===== src/rtl/seq_mul_hs.sv =====
// seq_mul_hs: iterative shift-and-add multiplier with valid/ready handshakes.
// One adder is reused across M cycles; signed operands are handled by
// multiplying magnitudes and negating the product at the end.
module seq_mul_hs #(
    parameter int M = 8,
    parameter int N = 16
) (
    input  logic         clk,
    input  logic         rst_n,
    input  logic         in_valid,
    output logic         in_ready,
    input  logic [M-1:0] dataA,
    input  logic [M-1:0] dataB,
    input  logic         signed_mode,
    output logic [N-1:0] P,
    output logic         out_valid,
    input  logic         out_ready,
    output logic         busy
);

    // Elaboration-time guards on the parameters.
    if (N != 2 * M) begin : g_bad_n
        $error("seq_mul_hs: N must equal 2*M");
    end
    if (M < 2) begin : g_bad_m
        $error("seq_mul_hs: M must be at least 2");
    end

    localparam int CW = $clog2(M);

    typedef enum logic [1:0] {IDLE, CALC, DONE} state_t;

    state_t         state;
    logic [N-1:0]   acc;
    logic [N-1:0]   a_sh;    // multiplicand magnitude, shifted to current bit position
    logic [M-1:0]   b_sh;    // multiplier magnitude, consumed LSB first
    logic [CW-1:0]  cnt;
    logic           neg;

    logic [M-1:0]   mag_a;
    logic [M-1:0]   mag_b;
    logic [N-1:0]   acc_nxt;

    // Operand magnitudes and the single shared adder.
    always_comb begin
        mag_a   = (signed_mode && dataA[M-1]) ? (~dataA + M'(1)) : dataA;
        mag_b   = (signed_mode && dataB[M-1]) ? (~dataB + M'(1)) : dataB;
        acc_nxt = acc + (b_sh[0] ? a_sh : '0);
    end

    // Control FSM with registered handshake outputs and the datapath registers.
    always_ff @(posedge clk) begin
        if (!rst_n) begin
            state     <= IDLE;
            acc       <= '0;
            a_sh      <= '0;
            b_sh      <= '0;
            cnt       <= '0;
            neg       <= 1'b0;
            P         <= '0;
            out_valid <= 1'b0;
            in_ready  <= 1'b1;
            busy      <= 1'b0;
        end else begin
            case (state)
                IDLE: begin
                    if (in_valid) begin
                        a_sh     <= N'(mag_a);
                        b_sh     <= mag_b;
                        neg      <= signed_mode & (dataA[M-1] ^ dataB[M-1]);
                        acc      <= '0;
                        cnt      <= '0;
                        state    <= CALC;
                        in_ready <= 1'b0;
                        busy     <= 1'b1;
                    end
                end
                CALC: begin
                    acc  <= acc_nxt;
                    a_sh <= a_sh << 1;
                    b_sh <= b_sh >> 1;
                    cnt  <= cnt + CW'(1);
                    // Last bit: fold the final partial product straight into P.
                    if (cnt == CW'(M - 1)) begin
                        P         <= neg ? (~acc_nxt + N'(1)) : acc_nxt;
                        state     <= DONE;
                        busy      <= 1'b0;
                        out_valid <= 1'b1;
                    end
                end
                DONE: begin
                    if (out_ready) begin
                        state     <= IDLE;
                        out_valid <= 1'b0;
                        in_ready  <= 1'b1;
                    end
                end
                default: begin
                    state     <= IDLE;
                    out_valid <= 1'b0;
                    in_ready  <= 1'b1;
                    busy      <= 1'b0;
                end
            endcase
        end
    end

endmodule


===== config.mk =====
export PLATFORM = sky130hd
export DESIGN_NAME = seq_mul_hs
export DESIGN_NICKNAME = d
export VERILOG_FILES = /design/src/rtl/seq_mul_hs.sv
export SDC_FILE = /design/constraint.sdc
export NUM_CORES = 1
export LEC_CHECK = 0
export CAP_MARGIN = 30
export CORE_ASPECT_RATIO = 2
export CORE_UTILIZATION = 35
export DETAILED_ROUTE_END_ITERATION = 8
export HOLD_SLACK_MARGIN = 0.02
export MAX_ROUTING_LAYER = met4
export SKIP_LAST_GASP = 1
export SLEW_MARGIN = 10
export SYNTH_ARGS = -nofsm -noshare
export SYNTH_HDL_FRONTEND = slang
export SYNTH_SLANG_ARGS = --single-unit

===== constraint.sdc =====
create_clock -name clk -period 3 [get_ports clk]
set_input_delay 0.3 -clock clk [delete_from_list [all_inputs] [get_ports clk]]
set_output_delay 0.3 -clock clk [all_outputs]
set_load 0.01 [all_outputs]

==> results.txt, run 1 <==
Buffers inserted to repair hold after CTS numbered 0. For the worst-skew pair, the clock arrives at the later sink with an insertion delay of 0.34 ns. The logs give 6 for the final setup violation count and 49.86% for the worst max-slew margin expressed relative to the limit.

For met3 alone, demand over resource in global routing was 3.977%. The buffer and inverter count on the worst path is 0, and the total iterations of the first detailed-routing run is 4. In this run, synthesis inferred 0 flip-flops with an integrated enable.

The portion of the post-synthesis area used by sequential elements was 31.54%; the detailed-route DRC error count was 0. For this design the ratio of total power to cell area is 392.2 mW/mm^2. The largest single stage delay on the critical path is 0.57 ns.

TritonCTS built the clock tree. Largest net degree at the start of global routing: 44. Data on the critical path arrives at its endpoint at 3.34 ns. The initial utilization of the core area, before any placement, comes to 36.11%. Excluding fillers, the count of instances in the completed layout stands at 756. From synthesis to final layout, the design area changed by 36.21%.

The worst clock skew was 0.005345 ns. Hold is met by 0.4499 ns. In this run the most used layer during global routing was met2. Setup repair after global routing could not meet its margin everywhere. At the end of the flow, the number of nets in the layout was 653.

After synthesis, the share of flip-flops with an asynchronous set or reset is 0%. Largest driver fanout on the critical path: 6. The run gives 0 as the warning count from the yosys run.

After routing the design area is 0.005619 sq mm. Average footprint of a synthesized cell: 7.873 sq um. Synthesis produced 524 cells. The critical path launch point type is a flop. After synthesis, the largest area contributor takes up 31.54% of total cell area. The worst path in the final design needs a cycle of 3.125 ns, including I/O delays and setup. The count of cell types in the netlist was 68. The register bit count reported by yosys is 65, and the core footprint is 0.01142 sq mm. Global routing consumed, on the met1 layer, 18.74% of the routing resources.

The final reports fail on negative setup slack. The leading cell type by number of instances after synthesis was sky130_fd_sc_hd__dfxtp_1. In the final layout, the share of cells above drive strength 1 is 22.48%. Detailed placement finished with a half-perimeter wire length of 9243 um.

Dividing the detail-routed via count by the number of cells gives 5.546. Across the VDD grid, the largest voltage drop is 0.0003401 V. Among all flip-flop cells after synthesis, the most frequent one is sky130_fd_sc_hd__dfxtp_1. In this run the core area contains 55 standard-cell rows.

Top-level port count: 40. Summed over all layers, the routed wires come to 12220 um. The clock passes through at most 2 buffers. The root buffer cell chosen for the clock tree is sky130_fd_sc_hd__clkbuf_16. The average wire per cell in the routed design is 16.17 um, and the max-cap violation count is 0. The final max-slew violation count was 0. Endpoint class of the critical path: a flop.

Based on the critical path, the design can be clocked at up to 0.3200 GHz. The tools report the final hold violation count as 0. Summing every instance area after synthesis gives 0.004125 sq mm. The slowest stage of the critical path belongs to the cell sky130_fd_sc_hd__or4_4. The class of the worst hold path is reg2reg. Global routing used 21.99% of the available tracks across all layers. The commonest cells after synthesis are sky130_fd_sc_hd__dfxtp_1 (65), sky130_fd_sc_hd__a21oi_1 (52), sky130_fd_sc_hd__nand2_1 (52).

At the worst endpoint, the required time is 3.21 ns. The analysis attributes to cell leakage a power of 2.336 nW. Port buffering added 39 buffers. Counting tap cells, the placed design contains a total of 736 instances. The total global routing overflow was 0; the post-route clock period utilization was 104.2%. The pin slew with the least headroom to its limit was 0.7511 ns; the pre-CTS setup slack was -0.2042 ns.

Counting every net in the synthesized netlist gives 566. The dominant cell type by area after synthesis is sky130_fd_sc_hd__dfxtp_1. The detail route stage leaves a number of antenna-violating nets equal to 0. The initial antenna violation count came out at 0. The number of global-route vias before repair is 4330, and the die span in y is 155.5 um. The critical path goes through and2_4, ha_4, fa_2, a21o_1, a22o_1, nor4_2, nor3_2, or4_4, or3_4, o311ai_2, nand3_1.

The horizontal extent of the die is 78.77 um. After layout, the design draws a total of 2.204 mW. In this run, CTS created clock tree buffers numbering 9. Routability-driven placement finished with a final weighted congestion of 0.9122.

The tools report the global-route wire length before repair as 20160 um. The area of the die came out at 0.01225 sq mm. In the post-synthesis netlist, the biggest area contributors are sky130_fd_sc_hd__dfxtp_1 (32%), sky130_fd_sc_hd__a21oi_1 (6.3%), sky130_fd_sc_hd__ha_1 (6.1%).

The H-tree was split into 3 levels. The count of routing violations after the opening detailed-route iteration came out at 184. Clock tree synthesis found a total of 65 sinks. The run finished, with violations left.

The tools report the total number of vias as 4193. Clock input transition at the sequential cells of the worst setup and hold paths: 0.06 ns. Gate family responsible for the most delay along the worst path: simple AND/OR/NAND/NOR gates. By startpoint and endpoint, the worst setup path is classified as reg2reg.

The cell area after placement is 0.005086 sq mm. The number of antenna diodes in the final layout is 0. Global routing used 42.19% of the available met2 tracks.

The post-layout worst setup margin was -0.1248 ns.
==> metal layers <==
layer / part of all wire (%) / up-vias / wire, um
li1: - / 2071 / -
met1: 35 / 1990 / 4235
met4: 5.9 / 0 / 720
met3: 2.6 / 42 / 323
met5: 0 / - / 0
met2: 57 / 90 / 6945
==> cell families (layout without fill, tap and decap cells) <==
family	Yosys count	in the layout	synth area share (%)
compound gates	153	153	25.54
fa+ha+maj	21	21	6.551
buf+inv	51	141	4.913
mux	4	4	0.9706
flops	65	65	31.54
xor+xnor	29	29	6.157
simple gates	201	201	24.33
==> report_power, final <==
part	leakage [nW]	switching, mW	internal (mW)
logic	1.66	0.145	0.123
registers	0.528	0.0200	0.887
clock network	0.144	0.378	0.651
==> placed cells by master, fill, tap and decap left out, types with 3 or more instances in the layout <==
| cell type | n |
|---|---|
| sky130_fd_sc_hd__ha_4 | 4 |
| sky130_fd_sc_hd__clkbuf_16 | 9 |
| sky130_fd_sc_hd__xnor2_1 | 10 |
| sky130_fd_sc_hd__nand2_1 | 52 |
| sky130_fd_sc_hd__nand3_1 | 35 |
| sky130_fd_sc_hd__ha_1 | 15 |
| sky130_fd_sc_hd__and2_4 | 5 |
| sky130_fd_sc_hd__o21a_1 | 5 |
| sky130_fd_sc_hd__inv_1 | 16 |
| sky130_fd_sc_hd__or3_1 | 3 |
| sky130_fd_sc_hd__and2_1 | 16 |
| sky130_fd_sc_hd__o31ai_4 | 3 |
| sky130_fd_sc_hd__buf_4 | 69 |
| sky130_fd_sc_hd__xor2_1 | 16 |
| sky130_fd_sc_hd__a211oi_1 | 8 |
| sky130_fd_sc_hd__a31o_2 | 3 |
| sky130_fd_sc_hd__dfxtp_1 | 64 |
| sky130_fd_sc_hd__clkinv_2 | 3 |
| sky130_fd_sc_hd__nand2b_1 | 5 |
| sky130_fd_sc_hd__nor2_1 | 38 |
| sky130_fd_sc_hd__o211ai_1 | 4 |
| sky130_fd_sc_hd__a21o_1 | 10 |
| sky130_fd_sc_hd__a21oi_1 | 52 |
| sky130_fd_sc_hd__and3_1 | 5 |
| sky130_fd_sc_hd__xnor2_2 | 3 |
| sky130_fd_sc_hd__mux2i_1 | 3 |
| sky130_fd_sc_hd__or4_4 | 4 |
| sky130_fd_sc_hd__a221oi_1 | 3 |
| sky130_fd_sc_hd__o21ai_0 | 17 |
| sky130_fd_sc_hd__a31oi_1 | 5 |
| sky130_fd_sc_hd__clkdlybuf4s50_1 | 39 |
| sky130_fd_sc_hd__nor3_1 | 15 |
| sky130_fd_sc_hd__a22oi_1 | 15 |
==> registers in the layout (all words and copies together) (netlist names) <==
name / cells
in_ready: 1
acc: 16
neg: 1
state: 2
b_sh: 8
a_sh: 16
P: 16
busy: 1
cnt: 3
out_valid: 1
==> area by class of cell <==
type	instances	area, sq um
clock inverter	4	45.04
sequential	65	1305
inverter	16	60.06
tap	142	177.7
timing repair buffer	111	945.9
fill	1133	5804
multi-input combinational	408	2846
clock buffer	10	239.0
==> metrics by stage <==
step	setup TNS [ns]	utilization [%]
floorplan	-0.3882	-
global placement	-0.5567	44.33
detailed placement	-1.013	44.52
CTS	-0.2717	48.64
global route	-1.147	49.19
finish	-0.3726	49.19
==> repair_timing <==
item                       in CTS  in global routing
setup endpoints to repair       8                 10
gates resized for setup        28                  9
setup buffers                   5                  1
pin swaps                       9                  7
==> final timing paths <==
| kind | start | end | slack [ns] | cells past startpoint |
|---|---|---|---|---|
| worst max-delay path | b_sh[0]$_SDFFE_PN0P_ | P[14]$_SDFFE_PN0P_ | -0.12 | 11 |
| worst max register to register | b_sh[0]$_SDFFE_PN0P_ | P[14]$_SDFFE_PN0P_ | -0.12 | 11 |
| worst min-delay path | P[2]$_SDFFE_PN0P_ | P[2]$_SDFFE_PN0P_ | 0.45 | 2 |
| worst min register to register | P[2]$_SDFFE_PN0P_ | P[2]$_SDFFE_PN0P_ | 0.45 | 2 |
==> worst min-delay path, delay by kind of cell (launching register included) <==
family	cells	cell delay, ns
AOI/OAI and AO/OA	1	0.05
and+or+nand+nor	1	0.05
DFF	1	0.30
(Power assumes the default switching activity.)
==> run 2: changes to the inputs <==
--- a/config.mk
+++ b/config.mk
@@ -16,3 +16,4 @@
 export SYNTH_ARGS = -nofsm -noshare
 export SYNTH_HDL_FRONTEND = slang
 export SYNTH_SLANG_ARGS = --single-unit
+export TNS_END_PERCENT = 5
==> constraint.sdc (replaced) <==
create_clock -name clk -period 2.8 [get_ports clk]
set_input_delay 0.28 -clock clk [delete_from_list [all_inputs] [get_ports clk]]
set_output_delay 0.28 -clock clk [all_outputs]
set_load 0.01 [all_outputs]
==> run 2 against run 1 <==
The run still ends with negative setup slack left; clock skew is 0.0025 ns higher; sequential share of layout area is 0.51 points lower; core utilization up 1.1 points; die area is the same; clock power up 9.7%; via count is 1.6% higher; clock-buffer cell count increased by 2; worst setup slack worse by 0.20 ns; power is 8.5% higher; worst hold slack better by 0.0071 ns.
==> results.txt, run 2 (synthesized netlist as in run 1, its figures left out) <==
TritonCTS built the clock tree. The run gives -0.3255 ns as the post-layout worst setup margin. The total overflow left after global routing is 0. The worst pin sits at a relative slew slack of 51.02%. The logs give 13070 um for the total length of routed wires and 9946 um for the detailed placement HPWL.

The die span in y was 155.5 um; the highest ir drop seen on vdd was 0.0003750 V. Routed via count divided by cell count: 5.506. The critical path in this run is classified as reg2reg.

The later pin in the worst-skew pair is clocked with a latency of 0.33 ns. The path depth of the worst reg2reg path is 11. The first global-routing pass estimated 20960 um of wire.

Final hold violation count: 0. The tree built by TritonCTS fans out to 65 sinks. The horizontal extent of the die was 78.77 um; the pin slew with the least headroom to its limit was 0.7347 ns.

Counting instances, the worst hold path has a depth of 2. The tools report the top-level port count as 40. The endpoint class of the critical path was a flop.

Number of global-route vias before repair: 4454. Input and output buffers added on the ports amount to 39. In the final routed layout, each cell accounts on average for 16.88 um. Summing internal, switching and leakage power gives 2.392 mW. Walking the worst path, the cells encountered are and2_4, ha_4, fa_2, a21o_1, a21oi_2, xnor2_2, or2_1, or4_4, or3_4, o311ai_2, nand3_1.

Setup violations remaining at the end of the flow were counted as 13. The first detailed-routing pass ran for 4 iterations. The layout has 1151 filler cells. After floorplanning, the core was sized to cover 0.01142 sq mm. The fraction of layout cells with a size suffix above 1 was 24.37%.

The library cells used most frequently in the layout, excluding fill and tap cells, are sky130_fd_sc_hd__buf_4 (87), sky130_fd_sc_hd__dfxtp_1 (64), sky130_fd_sc_hd__nand2_1 (52), sky130_fd_sc_hd__a21oi_1 (51), sky130_fd_sc_hd__clkdlybuf4s50_1 (39). The clock arrives with 0.007821 ns of skew. The tools report the initial antenna violation count as 0. For the worst setup path, the data required time is 3.01 ns. The final reports fail on negative setup slack. The sequential cell area was 0.001305 sq mm. The die covers 0.01225 sq mm. The count of routing violations after the opening detailed-route iteration is 146. The largest registers in the layout are P x16, a_sh x16, acc x16. Delay of the slowest cell on the worst path: 0.51 ns. Once detail routing completed, the nets flagged for antenna violations numbered 0.

CTS placed an instance of sky130_fd_sc_hd__clkbuf_16 at the clock tree root. Setup repair after global routing could not meet its margin everywhere. Time the final worst path needs with I/O delays and setup: 3.126 ns. The number of buffers added to fix hold violations after cts was 0. The routability-driven placement congestion ratio was 0.9500; the antenna cell count was 0.

Data on the critical path arrives at its endpoint at 3.33 ns. The H-tree was split into 3 levels. Relative to the synthesized area, the layout overhead comes to 39.28%. In the final layout, the multi-input gates occupy 0.002843 sq mm. Entering global routing, the biggest net connects 45 pins. The post-route clock period utilization was 111.6%. Across the run, the number of max-cap violations was 0. The initial core utilization is 36.11%.

In the final design database the tool counted 670 nets. After detailed routing, the number of remaining DRC violations is 0. The worst hold path belongs to the class reg2reg. Row generation in the floorplan step produced 55 rows. The run gives 0.3199 GHz as the peak clock frequency supported by timing.

The commonest non-fill, non-tap cell in the layout was sky130_fd_sc_hd__buf_4. Across every metal layer, demand over resource in global routing totals 23.21%. The largest driver fanout on the critical path was 6; the final max-slew violation count was 0. The flow ran to the end, but the final reports show violations.

The tools report the critical path launch point type as a flop. After clock tree synthesis, the clock-pin slew on the worst setup and hold paths is 0.05 ns. On the critical path, the stage with the largest delay is an instance of sky130_fd_sc_hd__or4_4.

Before CTS, the worst setup slack after placement is -0.4198 ns. The longest clock path from root to sink contains 2 buffers. The total power density per cell area is 416.3 mW/mm^2, and the total number of vias is 4262. In this run the static leakage power is 2.429 nW. The number of clock buffers added by TritonCTS is 9.
run 2: final cells by class:
class	instances	area share, %
Clock buffer	12	4.464
Inverter	16	1.045
Clock inverter	3	0.6969
Timing Repair Buffer	128	18.51
Sequential cell	65	22.71
Tap cell	142	3.092
Multi-Input combinational cell	408	49.48
run 2: final timing paths:
path                        start            endpoint  slack [ns]
min reg2reg     P[0]$_SDFFE_PN0P_   P[0]$_SDFFE_PN0P_        0.46
min             P[0]$_SDFFE_PN0P_   P[0]$_SDFFE_PN0P_        0.46
max          b_sh[0]$_SDFFE_PN0P_  P[14]$_SDFFE_PN0P_       -0.33
max reg2reg  b_sh[0]$_SDFFE_PN0P_  P[14]$_SDFFE_PN0P_       -0.33
run 2: per-layer routing:
| layer | up-vias | global-route usage, % | wire length (um) |
|---|---|---|---|
| li1 | 2093 | - | - |
| met4 | 0 | 16.49 | 797 |
| met3 | 42 | 2.749 | 385 |
| met2 | 95 | 46.38 | 7713 |
| met1 | 2032 | 18.38 | 4169 |
| met5 | - | - | 0 |
run 2: repair_timing:
item / CTS / global route
resized for setup: 23 / 17
endpoints found under the hold margin: 0 / 0
setup buffers: 12 / 0
setup endpoints to repair: 10 / 14
pin swaps: 15 / 11
run 2: worst max-delay path, delay by kind of cell, from the launching register on:
kind | cells | cell delay (ns)
AO/OA/AOI/OAI | 3 | 0.66
XOR/XNOR | 1 | 0.08
adder cells (fa/ha/maj) | 2 | 0.51
flip-flops | 1 | 0.35
AND/OR/NAND/NOR | 5 | 1.40
run 2: stage by stage:
stage	hold WS [ns]	std cells	cell area, sq um	util, %	setup TNS (ns)
4_1_cts	0.4620	774	5649	49.45	-2.563
2_1_floorplan	0.4160	524	4139	-	-2.413
3_3_place_gp	0.4485	746	5136	44.96	-2.887
3_5_place_dp	0.4548	747	5151	45.09	-3.162
6_report	0.4569	774	5746	50.30	-2.749
5_1_grt	0.4913	774	5746	50.30	-4.216
run 2: power breakdown:
part	switching, mW	internal [mW]
Combinational	0.159	0.135
Clock	0.397	0.729
Sequential	0.0211	0.950
Total	0.577	1.81
==> run 3: changes to the inputs <==
--- a/config.mk
+++ b/config.mk
@@ -11,6 +11,7 @@
 export DETAILED_ROUTE_END_ITERATION = 8
 export HOLD_SLACK_MARGIN = 0.02
 export MAX_ROUTING_LAYER = met4
+export REMOVE_ABC_BUFFERS = 1
 export SKIP_LAST_GASP = 1
 export SLEW_MARGIN = 10
 export SYNTH_ARGS = -nofsm -noshare
==> run 3 against run 2 <==
The flow still finishes with violations (negative setup slack); via count is 2.9% lower; final area is 3.5% lower; worst hold slack worse by 0.0081 ns; largest power group unchanged.
==> results.txt, run 3 (synthesized netlist as in run 1, its figures left out) <==
After routing the design area is 0.005542 sq mm. The worst setup path is captured at a flop. The repair_antennas step left the layout with diodes totalling 0.

In this design, the stage delay of the slowest critical-path cell is 0.50 ns. In this run the standard cell core region covers 0.01142 sq mm. The tools report the leakage power summed over all cells as 2.314 nW. The residual antenna-violating net count after detailed routing is 0, and the total number of vias is 4137. The die is 155.5 um tall.

The worst endpoint required time came out at 3.02 ns. The run gives 48.51% as the share of the core filled with cells in the final layout. Kind of critical path: reg2reg.

The run gives 1136 as the filler cell count. After detailed placement, the total cell area comes to 0.005139 sq mm. The flow ran to the end, but the final reports show violations. Setup repair after global routing could not meet its margin everywhere. The final setup violation count was 11. The total placed cells including tap cells is 747. In this run the clock root is driven by a sky130_fd_sc_hd__clkbuf_16.

The clock input transition at the sequential cells of the worst setup and hold paths came out at 0.06 ns. The class of the worst hold path is reg2reg. The fraction of layout cells with a size suffix above 1 was 21.42%; the total power density per cell area was 426.2 mW/mm^2.

The final max-slew violation count is 0, and the largest net degree at the start of global routing is 41. The number of global-route vias before repair is 4171, and the total iterations of the first detailed-routing run is 4. The detailed placement HPWL is 8737 um, and the H-tree depth reported by CTS is 3. In the final layout, the registers with the most flip-flops are P x16, a_sh x16, acc x16. The floorplan has 55 rows. The commonest non-fill, non-tap cell in the layout is sky130_fd_sc_hd__buf_4. The arrival time reported for the critical path endpoint was 3.34 ns; the routed via count divided by cell count was 5.422. Wires add up to 11460 um. The master of the slowest instance on the critical path was sky130_fd_sc_hd__or4_4. Routability-driven placement congestion ratio: 0.8746.

The post-route clock period utilization is 111.6%, and the total global routing overflow is 0. During placement, the flow inserted port buffers numbering 39. In the layout the commonest cells are sky130_fd_sc_hd__buf_4 (78), sky130_fd_sc_hd__dfxtp_1 (64), sky130_fd_sc_hd__a21oi_1 (52), sky130_fd_sc_hd__nand2_1 (52), sky130_fd_sc_hd__clkdlybuf4s50_1 (39). 40 I/O pins were placed. Clock latency on the worst-skew pair, taken at its later pin, is 0.34 ns.

After detailed routing, the average wire length per cell comes to 15.02 um. The signal on the critical path passes through buf_4, and2_4, ha_4, a21o_1, or3_1, o31ai_2, nor3_2, or4_4, or3_4, o311ai_2, nand3_1. Along the worst path, the maximum fanout reaches 10. TritonCTS built the clock tree. For the pin with the worst max-slew slack, the measured transition is 0.6573 ns. For the highest ir drop seen on vdd, the log shows 0.0003440 V. The global-route wire length before repair came out at 19380 um.

Area of the die: 0.01225 sq mm. The run gives 65 as the TritonCTS sink count. The initial antenna violation count is 0, and the detailed-route DRC error count is 0.

The count of cells in the finished layout, fillers not included, comes to 763. Measured against its own limit, the worst slew margin works out to 56.12%. For this block, the initial DRC count from the detailed router was 148. The final net count is 660, and the post-layout worst setup margin is -0.3244 ns. The max-cap violation count was 0.

For this configuration, the core starts out at a cell density of 36.11%. In this run, CTS created clock tree buffers numbering 9. The final hold violation count came out at 0. The checks that failed: negative setup slack.

The clock passes through at most 2 buffers. Overall power consumption after layout is estimated at 2.362 mW. Compared with the post-synthesis result, the final layout area differs by 34.33%.

The tools report the critical path launch point type as a flop. Clock skew on the completed layout was measured at 0.005246 ns. For this run, the total global-route usage over all layers was measured as 20.90%. For the number of buffers added to fix hold violations after cts, the log shows 0. The tools report the peak clock frequency supported by timing as 0.3201 GHz. The time the final worst path needs with I/O delays and setup came out at 3.124 ns. Horizontal extent of the die: 78.77 um.
[run 3: worst paths after layout]
kind | start | to | slack, ns | cells after the start
max | b_sh[0]$_SDFFE_PN0P_ | P[14]$_SDFFE_PN0P_ | -0.32 | 11
min | P[2]$_SDFFE_PN0P_ | P[2]$_SDFFE_PN0P_ | 0.45 | 2
max reg2reg | b_sh[0]$_SDFFE_PN0P_ | P[14]$_SDFFE_PN0P_ | -0.32 | 11
min reg2reg | P[2]$_SDFFE_PN0P_ | P[2]$_SDFFE_PN0P_ | 0.45 | 2
[run 3: layout make-up]
type | instances | area, sq um | share of cell area [%]
clock buffer | 11 | 242.7 | 4.380
clock inverter | 3 | 42.54 | 0.7677
inverter | 16 | 60.06 | 1.084
multi-input combinational | 408 | 2723 | 49.13
sequential | 65 | 1305 | 23.55
tap | 142 | 177.7 | 3.206
timing repair buffer | 118 | 991.0 | 17.88
[run 3: report_power, final]
group          internal [mW]  switching, mW  total, mW
sequential             0.950         0.0192      0.969
combinational          0.133          0.154      0.287
clock                  0.701          0.404       1.11
total                   1.78          0.578       2.36
[run 3: layer usage]
metal / wire, um / track usage, % / share of wire [%]
met2: 6328 / 37.97 / 55
met3: 288 / 3.333 / 2.5
met1: 4353 / 20.38 / 38
met5: 0 / - / 0
met4: 494 / 12.26 / 4.3
[run 3: timing repair]
item | CTS | global route
setup endpoints to repair | 12 | 13
pin swaps | 6 | 8
buffers inserted | 1 | 1
cloned | 0 | 0
resized for setup | 7 | 16
[run 3: per-stage QoR]
stage                     setup slack [ns]  hold WS (ns)  setup TNS, ns
after floorplan                    -0.4405        0.3419         -6.900
after global placement             -0.5438        0.4376         -3.760
after detailed placement           -0.5821        0.4446         -4.446
after CTS                          -0.4112        0.4506         -3.463
after global routing               -0.4656        0.4800         -4.139
final                              -0.3244        0.4489         -2.265
[run 3: worst max-delay path: cells and delay by family (launching register included)]
kind,cells,cell delay (ns)
and+or+nand+nor,6,1.54
DFF,1,0.36
adders and majority gates,1,0.21
buffers and inverters,1,0.17
AOI/OAI and AO/OA,3,0.73
